--- src/rtl/control_heroe.sv ---
// Hero pose/type controller feeding the glyph ROM.
// Edge-detected buttons start tick-timed poses; type advances only at rest.
module control_heroe #(
    parameter int unsigned TICK_DIV   = 12500000,
    parameter int unsigned DUR_SALTO  = 4,
    parameter int unsigned DUR_VUELO  = 8,
    parameter int unsigned DUR_AGACHE = 4
) (
    input  logic       clk,
    input  logic       rst_n,
    input  logic       btn_saltar,
    input  logic       btn_volar,
    input  logic       btn_agachar,
    input  logic       btn_tipo,
    output logic [2:0] tipo_h,
    output logic [1:0] var_h,
    output logic       ocupado
);

    localparam int unsigned CW  = $clog2(TICK_DIV);
    localparam int unsigned DM1 = (DUR_SALTO > DUR_VUELO) ? DUR_SALTO : DUR_VUELO;
    localparam int unsigned DM2 = (DM1 > DUR_AGACHE) ? DM1 : DUR_AGACHE;
    localparam int unsigned DW  = $clog2(DM2 + 2);

    typedef enum logic [1:0] {
        REPOSO = 2'd0,
        SALTO  = 2'd1,
        VUELO  = 2'd2,
        AGACHE = 2'd3
    } state_t;

    // A zero duration still holds the pose for one tick.
    function automatic logic [DW-1:0] dur_load(input int unsigned d);
        return (d == 0) ? DW'(1) : DW'(d);
    endfunction

    state_t        state_q, state_d;
    logic [CW-1:0] cnt_q, cnt_d;
    logic [DW-1:0] rem_q, rem_d;
    logic [2:0]    tipo_q, tipo_d;
    logic          ocup_q, ocup_d;
    logic [3:0]    btn_q;
    logic [3:0]    btn_now;
    logic [3:0]    edge_w;
    logic          tick;

    assign btn_now = {btn_tipo, btn_agachar, btn_volar, btn_saltar};
    assign edge_w  = btn_now & ~btn_q;

    assign tick  = (cnt_q == CW'(TICK_DIV - 1));
    assign cnt_d = tick ? '0 : cnt_q + CW'(1);

    always_comb begin
        state_d = state_q;
        rem_d   = rem_q;
        tipo_d  = tipo_q;
        unique case (state_q)
            REPOSO: begin
                if (edge_w[1]) begin
                    state_d = VUELO;
                    rem_d   = dur_load(DUR_VUELO);
                end else if (edge_w[0]) begin
                    state_d = SALTO;
                    rem_d   = dur_load(DUR_SALTO);
                end else if (edge_w[2]) begin
                    state_d = AGACHE;
                    rem_d   = dur_load(DUR_AGACHE);
                end
                if (edge_w[3]) begin
                    tipo_d = (tipo_q >= 3'd4) ? 3'd0 : tipo_q + 3'd1;
                end
            end
            SALTO, VUELO, AGACHE: begin
                if (tick) begin
                    if (rem_q <= DW'(1)) begin
                        state_d = REPOSO;
                        rem_d   = '0;
                    end else begin
                        rem_d = rem_q - DW'(1);
                    end
                end
            end
            default: begin
                state_d = REPOSO;
                rem_d   = '0;
            end
        endcase
        ocup_d = (state_d != REPOSO);
    end

    // Edge registers reset high so a button held through reset is not a request.
    always_ff @(posedge clk or negedge rst_n) begin
        if (!rst_n) begin
            state_q <= REPOSO;
            cnt_q   <= '0;
            rem_q   <= '0;
            tipo_q  <= 3'd0;
            ocup_q  <= 1'b0;
            btn_q   <= 4'hF;
        end else begin
            state_q <= state_d;
            cnt_q   <= cnt_d;
            rem_q   <= rem_d;
            tipo_q  <= tipo_d;
            ocup_q  <= ocup_d;
            btn_q   <= btn_now;
        end
    end

    assign tipo_h  = tipo_q;
    assign var_h   = state_q;
    assign ocupado = ocup_q;

endmodule

--- config.mk ---
export PLATFORM = sky130hd
export DESIGN_NAME = control_heroe
export DESIGN_NICKNAME = d
export VERILOG_FILES = /design/src/rtl/control_heroe.sv
export SDC_FILE = /design/constraint.sdc
export NUM_CORES = 1
export LEC_CHECK = 0
export CORE_AREA = 2 2 63 65
export CTS_CLUSTER_DIAMETER = 80
export DETAILED_ROUTE_END_ITERATION = 10
export DIE_AREA = 0 0 65 67
export PLACE_DENSITY = 0.72
export SLEW_MARGIN = 20
export SYNTH_ARGS = -nofsm -noshare
export SYNTH_HDL_FRONTEND = slang
export SYNTH_SLANG_ARGS = --single-unit
--- constraint.sdc ---
create_clock -name clk -period 1.95 [get_ports clk]
set_input_delay 0.39 -clock clk [delete_from_list [all_inputs] [get_ports clk]]
set_output_delay 0.39 -clock clk [all_outputs]
set_load 0.01 [all_outputs]
==> flow_metrics.env, run 1 <==
export IMPL_synth_fa_ha_area_frac=0.0342
export IMPL_synthArstFlopShare=1.00
export IMPL_synth_nets=187
export IMPL_synth_top_cell_by_area="dfrtp_1"
export IMPL_h_tree_depth=2
export IMPL_antenna_left=0
export IMPL_crit_required_ns=2.13
export IMPL_start_util=0.508
export IMPL_fin_cells=256
export IMPL_synth_edf_count=0
export IMPL_first_pass_iters=4
export IMPL_drc=0
export IMPL_clock_latency_ns=0.30
export IMPL_synth_xor_area_frac=0.0909
export IMPL_grt_overflow=0
export IMPL_power_leakage_nw=0.995
export IMPL_maxSlewHeadroom=0.684
export IMPL_io_pins=12
export IMPL_fin_skew_ns=0.0102
export IMPL_antenna_found_initial=0
export IMPL_rsz0062_at_grt="no"
export IMPL_clk_pin_slew_ns=0.08
export IMPL_crit_arrival_ns=2.01
export IMPL_grt_pass1_wl_um=6550
export IMPL_syn_avg_cell_area_um2=10.4
export IMPL_finalMaxSlewViolations=0
export IMPL_postSynth_topFlopCell="dfrtp_1"
export IMPL_criticalPathCategory="reg -> reg"
export IMPL_hold_path_class="in -> async"
export IMPL_synthCells=176
export IMPL_ys_types=39
export IMPL_drive_above_1_share=0.192
export IMPL_vias=1379
export IMPL_die_h_um=67
export IMPL_cts_root_buf="clkbuf_8"
export IMPL_die_w_um=65
export IMPL_total_power_mw=1.93
export IMPL_yosysSeqAreaShare=0.522
export IMPL_regToRegSetupSlack_ns=0.13
export IMPL_synth_simple_area_share=0.249
export IMPL_ys_ff_latch=38
export IMPL_synthTopCellsByArea="dfrtp_1, dfstp_2, xor2_1, nor2_1, xnor2_1"
export IMPL_n_antenna_cell=0
export IMPL_synth_area_um2=1830
export IMPL_dp_hpwl_um=2660
export IMPL_min_period_ns=1.82
export IMPL_drt_first_iter_violations=64
export IMPL_dp_cells=247
export IMPL_numCtsBuffers=5
export IMPL_fin_tns_setup_ns=0
export IMPL_fmax_mhz=549
export IMPL_startpoint_type="register"
export IMPL_detail_route_wl_per_cell_um=14.0
export IMPL_grt_usage=0.201
export IMPL_maxCapViolCount=0
export IMPL_period_share=0.934
export IMPL_status="finished clean"
export IMPL_reg2regPathDepth=5
export IMPL_vias_per_cell=5.39
export IMPL_hold_viol_final=0
export IMPL_place_area_um2=2100
export IMPL_worstMarginPinSlew_ns=0.470
export IMPL_crit_path_max_fanout=5
export IMPL_cts_tree="done"
export IMPL_grt_max_degree=39
export IMPL_clkSinkCount=38
export IMPL_powerDensity_nw_per_um2=860
export IMPL_peakVddDrop_v=0.000603
export IMPL_core_rowCount=22
export IMPL_place_congestion=0.845
export IMPL_nets=218
export IMPL_area_delta_synth_final_pct=22.4
export IMPL_synth_top_family_by_area="simple AND/OR/NAND/NOR gates"
export IMPL_synth_compound_area_frac=0.0622
export IMPL_muxShareOfSynthArea=0.0178
export IMPL_ys_warn_count=0
export IMPL_finalSetupViolCount=0
export IMPL_synth_top_area_share=0.465
export IMPL_cts_path_max_buffers=2
export IMPL_dieArea_um2=4360
export IMPL_portBuffers=11
export IMPL_coreArea_um2=3610
export IMPL_design_area_um2=2240
export IMPL_grt_pass1_vias=1444
export IMPL_end_kind="register"
export IMPL_wl_um=3590
==> synth_stat cells, drive strengths merged, types with 3 or more instances <==
master,n
inv,9
nand2b,4
nand3b,3
dfstp,4
and3,4
xor2,11
xnor2,8
nand3,12
nand2,12
nor3,7
o21ai,6
nor4,4
nand4,9
nor2,20
dfrtp,34
ha,5
nor2b,3
==> worst paths after layout <==
check                       endpoint      from
max in group asynchronous   btn_q[1]     rst_n
min in group clk            cnt_q[0]  cnt_q[0]
max reg2reg                cnt_q[23]  cnt_q[3]
min                        tipo_h[0]     rst_n
min reg2reg                 cnt_q[0]  cnt_q[0]
max                        cnt_q[23]  cnt_q[3]
==> metal layers <==
layer | vias up | global-route usage | share of wire
met3 | 10 | 0.0625 | 0.035
met4 | 0 | 0.0878 | 0.021
met1 | 673 | 0.246 | 0.45
met5 | - | 0 | 0
met2 | 19 | 0.327 | 0.49
li1 | 677 | - | -
==> worst max-delay path, cell delays in order (launching register included) <==
cell,delay (ns)
dfrtp_1,0.44
nand4_1,0.24
nor4_4,0.34
or3b_2,0.48
xor2_1,0.16
nor2_1,0.06
==> through the flow <==
stage	util	hold WS [ns]	setup slack (ns)
after floorplan	-	0.0944	0.131
after global placement	0.582	0.479	0.105
after detailed placement	0.582	0.493	0.0215
after CTS	0.616	0.504	0.00435
after global routing	0.621	0.521	0.00502
final	0.621	0.508	0.128
==> power breakdown <==
group / internal [mW] / leakage [nW] / switching, mW / total [mW]
clock network: 0.380 / 0.0504 / 0.283 / 0.663
registers: 0.862 / 0.481 / 0.0686 / 0.931
logic: 0.187 / 0.464 / 0.147 / 0.334
total: 1.43 / 0.995 / 0.498 / 1.93
==> cells in the final DEF, fill, tap and decap left out, types with 2 or more instances in the layout <==
| cell | count |
|---|---|
| dfrtp_1 | 33 |
| clkbuf_8 | 5 |
| ha_1 | 5 |
| nand3_1 | 12 |
| o21ai_0 | 5 |
| nand2b_1 | 4 |
| dfstp_2 | 4 |
| xor2_1 | 11 |
| clkdlybuf4s50_1 | 11 |
| xnor2_1 | 8 |
| mux2_2 | 2 |
| nor4_4 | 2 |
| clkinvlp_4 | 2 |
| nor2b_1 | 3 |
| nor3_1 | 7 |
| nand2_1 | 12 |
| nand4_1 | 9 |
| and3_1 | 4 |
| buf_4 | 15 |
| a31oi_1 | 2 |
| nand3b_1 | 3 |
| nor2_1 | 19 |
| inv_1 | 9 |
==> cell families (layout without fill, tap and decap cells) <==
kind of cell             Yosys count  after routing
AND/OR/NAND/NOR                   83             83
flip-flops                        38             38
XOR/XNOR                          19             19
AO/OA/AOI/OAI                     17             17
buffers and inverters             11             43
adder cells (fa/ha/maj)            5              5
multiplexers                       3              3
==> sequential cells by signal, summed over array words and instances (netlist names) <==
register,flops
cnt_q,24
btn_q,4
rem_q,4
tipo_h,3
var_h,2
ocupado,1
==> repair_timing <==
item | in CTS | in global routing
pin swaps | 1 | 5
setup endpoints to repair | 6 | 20
buffers inserted | 0 | 1
hold buffers | 0 | 0
gates resized for setup | 2 | 3
==> final cells by class <==
class	instances	area, µm²
clock buffers	5	68.8
flip-flops and latches	38	957
multi-input cells	127	853
clock inverters	3	45.0
inverters	9	33.8
fillers	315	1370
well taps	48	60.1
repair buffers	26	223
Note: power is estimated with default switching activity, not from simulation.
==> run 2: changes to the inputs <==
CTS_CLUSTER_SIZE = 10   (was not set)
==> results of run 2 <==
The final DEF is identical to that of run 1; final timing and power are the same.
